## src/rtl/seg7_pkg.sv

```systemverilog
// Shared seven-segment constants for display blocks.
// Glyphs are active-low {g,f,e,d,c,b,a}.
package seg7_pkg;

    localparam int DIGITS = 4;

    localparam logic [6:0] SEG_0     = 7'b1000000;
    localparam logic [6:0] SEG_1     = 7'b1111001;
    localparam logic [6:0] SEG_2     = 7'b0100100;
    localparam logic [6:0] SEG_3     = 7'b0110000;
    localparam logic [6:0] SEG_4     = 7'b0011001;
    localparam logic [6:0] SEG_5     = 7'b0010010;
    localparam logic [6:0] SEG_6     = 7'b0000010;
    localparam logic [6:0] SEG_7     = 7'b1111000;
    localparam logic [6:0] SEG_8     = 7'b0000000;
    localparam logic [6:0] SEG_9     = 7'b0010000;
    localparam logic [6:0] SEG_DASH  = 7'b0111111;
    localparam logic [6:0] SEG_BLANK = 7'b1111111;

endpackage

```

## src/rtl/bcd_to_seg7.sv

```systemverilog
// Combinational BCD nibble to seven-segment decoder.
// Non-decimal codes show a dash so bad data is visible on the display.
module bcd_to_seg7
    import seg7_pkg::*;
(
    input  logic [3:0] digit,
    output logic [6:0] seg
);

    always_comb begin
        // NOTE: the default arm covers every code, so no latch is inferred.
        case (digit)
            4'd0:    seg = SEG_0;
            4'd1:    seg = SEG_1;
            4'd2:    seg = SEG_2;
            4'd3:    seg = SEG_3;
            4'd4:    seg = SEG_4;
            4'd5:    seg = SEG_5;
            4'd6:    seg = SEG_6;
            4'd7:    seg = SEG_7;
            4'd8:    seg = SEG_8;
            4'd9:    seg = SEG_9;
            default: seg = SEG_DASH;
        endcase
    end

endmodule

```

## src/rtl/bcd_seg7_scan.sv

```systemverilog
// Four-digit multiplexed common-anode driver with per-frame snapshot,
// leading-zero blanking and an all-dash error pattern.
module bcd_seg7_scan
    import seg7_pkg::*;
#(
    parameter int REFRESH_DIV = 100000
) (
    input  logic        clk,
    input  logic        rst,
    input  logic [15:0] bcd,
    input  logic        blank_lz,
    input  logic        err,
    output logic [3:0]  an,
    output logic [6:0]  seg,
    output logic        dp
);

    localparam int DIV_W = (REFRESH_DIV > 2) ? $clog2(REFRESH_DIV) : 1;
    localparam logic [DIV_W-1:0] DIV_LAST = DIV_W'(REFRESH_DIV - 1);

    logic [DIV_W-1:0] div_cnt;
    logic [1:0]       idx;
    logic             tick;
    logic             frame_wrap;

    logic [15:0]      snap_bcd;
    logic             snap_blz;
    logic             snap_err;

    logic [3:0]       nibble;
    logic [6:0]       glyph;
    logic             blank;
    logic [3:0]       an_next;
    logic [6:0]       seg_next;

    assign tick       = (div_cnt == DIV_LAST);
    assign frame_wrap = tick && (idx == 2'(DIGITS - 1));

    // NOTE: state registers use non-blocking assignments so every flop samples pre-edge values.
    always_ff @(posedge clk) begin
        if (rst) begin
            div_cnt  <= '0;
            idx      <= '0;
            snap_bcd <= '0;
            snap_blz <= 1'b0;
            snap_err <= 1'b0;
            an       <= 4'b1111;
            seg      <= SEG_BLANK;
        end else begin
            div_cnt <= tick ? '0 : div_cnt + 1'b1;
            if (tick) begin
                idx <= idx + 2'd1;
            end
            // Capturing only at the frame boundary keeps a frame from mixing two values.
            if (frame_wrap) begin
                snap_bcd <= bcd;
                snap_blz <= blank_lz;
                snap_err <= err;
            end
            an  <= an_next;
            seg <= seg_next;
        end
    end

    assign nibble = 4'(snap_bcd >> {idx, 2'b00});

    bcd_to_seg7 u_dec (
        .digit (nibble),
        .seg   (glyph)
    );

    // A digit is a leading zero when it and every more-significant nibble are zero.
    assign blank = snap_blz && (idx != 2'd0) && ((snap_bcd >> {idx, 2'b00}) == 16'd0);

    always_comb begin
        seg_next = glyph;
        if (snap_err) begin
            seg_next = SEG_DASH;
        end else if (blank) begin
            seg_next = SEG_BLANK;
        end
        an_next = ~(4'b0001 << idx);
    end

    assign dp = 1'b1;

endmodule

```

## config.mk

```make
export PLATFORM = sky130hd
export DESIGN_NAME = bcd_seg7_scan
export DESIGN_NICKNAME = d
export VERILOG_FILES = /design/src/rtl/seg7_pkg.sv /design/src/rtl/bcd_to_seg7.sv /design/src/rtl/bcd_seg7_scan.sv
export SDC_FILE = /design/constraint.sdc
export NUM_CORES = 1
export LEC_CHECK = 0
export BUFFER_PORTS_ARGS = -buffer_cell sky130_fd_sc_hd__clkbuf_2
export CAP_MARGIN = 15
export CORE_MARGIN = 2
export CORE_UTILIZATION = 35
export CTS_BUF_LIST = sky130_fd_sc_hd__clkbuf_4 sky130_fd_sc_hd__clkbuf_8 sky130_fd_sc_hd__clkbuf_16
export DETAILED_ROUTE_END_ITERATION = 6
export PLACE_DENSITY = 0.6
export RECOVER_POWER = 50
export SLEW_MARGIN = 20
export SYNTH_ARGS = -nofsm -noshare
export SYNTH_HDL_FRONTEND = slang
export SYNTH_HIERARCHICAL = 1
export SYNTH_SLANG_ARGS = --single-unit
```

## constraint.sdc

```tcl
create_clock -name clk -period 1.8 [get_ports clk]
set_input_delay 0.27 -clock clk [delete_from_list [all_inputs] [get_ports clk]]
set_output_delay 0.27 -clock clk [all_outputs]
set_load 0.01 [all_outputs]
```

==> flow_summary.yaml <==
drt:
  first_pass_iters: 4
  postRouteAntennaNets: 0
  drc: 0
  vias: 1883
  wl_per_cell_um: 12.2
  first_iter_violations: 97
  viasPerCell: 4.76
  wl_mm: 4.85
power:
  power_density_mw_per_mm2: 663
  leakage_uw: 0.00114
  vdd_ir_drop_max_v: 0.000345
sta:
  hold_viol: 0
  setup-violations-final: 1
  rsz0062_at_grt: "yes"
  fin_crit_sh_pct: 100
  whs_ns: 0.198
  max_freq_mhz: 555
  slew_violations: 0
  skew_ns: 0.0103
  fin_ws_ns: -0.000837
  period_needed_ns: 1.80
logic_synthesis:
  ys_seq_elements: 48
  avgSynthCellArea_um2: 9.53
  syn_inst: 261
  async_reset_ff_share_pct: 0
  synth_ff_type: "dfxtp_1"
  synth_area_leaders: "dfxtp_1 (39%), nand2b_1 (11%), mux2i_1 (8.1%), ha_1 (5.0%), nor2_1 (4.2%)"
  synth_edf_count: 0
  yosys_warnings: 6
  synth_top_area_share_pct: 38.7
  synth_top_area_cell: "dfxtp_1"
  synth_fp_nets: 291
  syn_area_mm2: 0.00249
  seq_area_frac_synth_pct: 38.7
  yosysUniqueCellTypes: 46
clock_network:
  cts_tree: "yes"
  ctsHtreeMaxLevel: 2
  clock-sinks: 48
  clk_pin_slew_ns: 0.09
  clockBufferDepth: 2
  clk_latency_ns: 0.30
  cts_root_buf: "clkbuf_8"
  cts_buffers: 5
  postCtsHoldBufs: 0
critical_path:
  critPathMaxStageDelay_ns: 0.61
  cp-start-kind: "register"
  r2r_slack_ns: -0.0008
  cp.required_ns: 2.04
  critPathKind: "register to register"
  slowest_stage: "mux4_2"
  cp-end-kind: "register"
  path_buf_inv: 2
  cpLargestDelayFamily: "multiplexers"
  critPathMaxFanout: 6
  crit_path_cell_trace: "mux4_2, inv_2, buf_4, ha_2, mux2i_1, a21oi_1, nor2_1, nand2_1"
  worst_ep_arrival_time_ns: 2.04
global_route:
  gr-usage-met2_pct: 20.8
  grt_overflow: 0
  grt_pass1_wl_mm: 8.08
  grt_max_degree: 36
  antenna_found_initial: 0
  gr-usage-all-layers_pct: 13.2
  grt_pass1_vias: 1732
  globalRoute.busiestLayer: "met2"
  met1_usage_pct: 17.6
  use_met3_pct: 3.54
finish:
  post-route-util_pct: 43.6
  instances_no_fill: 396
  drive_gt1_share_pct: 26.7
  stdcell_area_mm2: 0.00298
  diodes: 0
  fillers: 697
  nets: 329
  syn_to_final_growth_pct: 19.9
placed_design:
  placed_cell_area_mm2: 0.00278
  portBuffers: 30
  dp_cells: 383
  dpl.hpwl_mm: 3.34
  place_congestion: 0.807
floorplan:
  coreArea_mm2: 0.00683
  dieHeight_um: 88.3
  dieArea_mm2: 0.00779
  row_count: 30
  start_util_pct: 36.4
  die_w_um: 88.3
  io_pins: 32
outcome:
  outcome: "finished, violations left"
  violations: "setup timing"
run:
  max-cap-violations: 0
worst_hold_path:
  hp-class: "input pin to register"
layer usage:
layer | up-vias | routed length (um) | part of all wire, %
met3 | 2 | 175 | 3.6
met1 | 893 | 2350 | 48
met4 | 0 | 36 | 0.74
met5 | - | 0 | 0
li1 | 958 | - | -
met2 | 30 | 2290 | 47
cells by family after synthesis:
kind of cell	synth area share, %
xor+xnor	4.93
mux	12.1
fa+ha+maj	5.03
other cells	0.151
flops	38.7
buf+inv	5.18
simple gates	28.1
compound gates	5.79
registers in the layout (all words and copies together), names as in the netlist:
signal and count:
div_cnt 17, snap_blz 1, snap_bcd 16, snap_err 1, idx 2, an 4
seg 7
report_power, final:
group          switching, uW  internal, uW  leakage (uW)
Combinational           49.9          54.6      0.000692
Clock                    364           428     0.0000586
Sequential              6.43          1070      0.000391
Total                    420          1560       0.00114
layout by cell type (no fill, tap or decap), types with 4 or more instances in the layout:
master	netlist	final
ha_1	10	6
nor2_1	28	27
nand2b_1	42	42
mux2i_1	20	20
nand3_1	6	6
dfxtp_1	48	46
inv_1	6	4
xnor2_1	6	6
buf_4	2	16
clkbuf_2	0	30
clkbuf_8	0	5
xor2_1	8	8
a21oi_1	6	5
nand2_1	14	14
through the flow:
stage	total power (uW)	TNS (ns)	setup slack [ns]
detailed placement	1210	-0.0548	-0.0252
CTS	2010	0	0.00242
finish	1980	-0.000837	-0.000837
floorplan	1170	0	0.00302
global placement	1210	0	0.00223
global route	2060	-0.372	-0.0630
Yosys cell counts, types with 4 or more instances:
cell and instances:
buf_6 4, dfxtp_1 48, nor2_1 28, nand2b_1 42, nand2_1 14, nand3_1 6
clkbuf_1 6, mux2i_1 20, and4_1 4, buf_2 4, inv_1 6, ha_1 10
a21oi_1 6, xnor2_1 6, xor2_1 8
tightest hold or removal path, delay by kind of cell:
kind,cells,cell delay [ns]
buffers and inverters,1,0.08
muxes,1,0.06
and+or+nand+nor,1,0.05
path summary, 6_finish.rpt:
path                            cells after the start          end         from
worst max-delay path                                8       seg[0]       idx[0]
worst min-delay path                                3  snap_bcd[8]       bcd[8]
worst max register to register                      8       seg[0]       idx[0]
worst min register to register                      2  snap_bcd[1]  snap_bcd[1]
cell type report:
class	count	area, um^2	share of cell area (%)
Clock inverter	2	35.0	1.18
Inverter	6	25.0	0.840
Multi-Input combinational cell	190	1450	48.6
Timing Repair Buffer	48	310	10.4
Sequential cell	48	966	32.4
Tap cell	96	120	4.03
Clock buffer	6	76.3	2.56
repair_timing:
| item | CTS | global route |
|---|---|---|
| cloned | 0 | 0 |
| pin swaps | 0 | 9 |
| setup endpoints to repair | 6 | 28 |
| gates resized for setup | 1 | 13 |
| buffers inserted | 3 | 2 |
No activity file was read; power rests on OpenSTA's default activity.
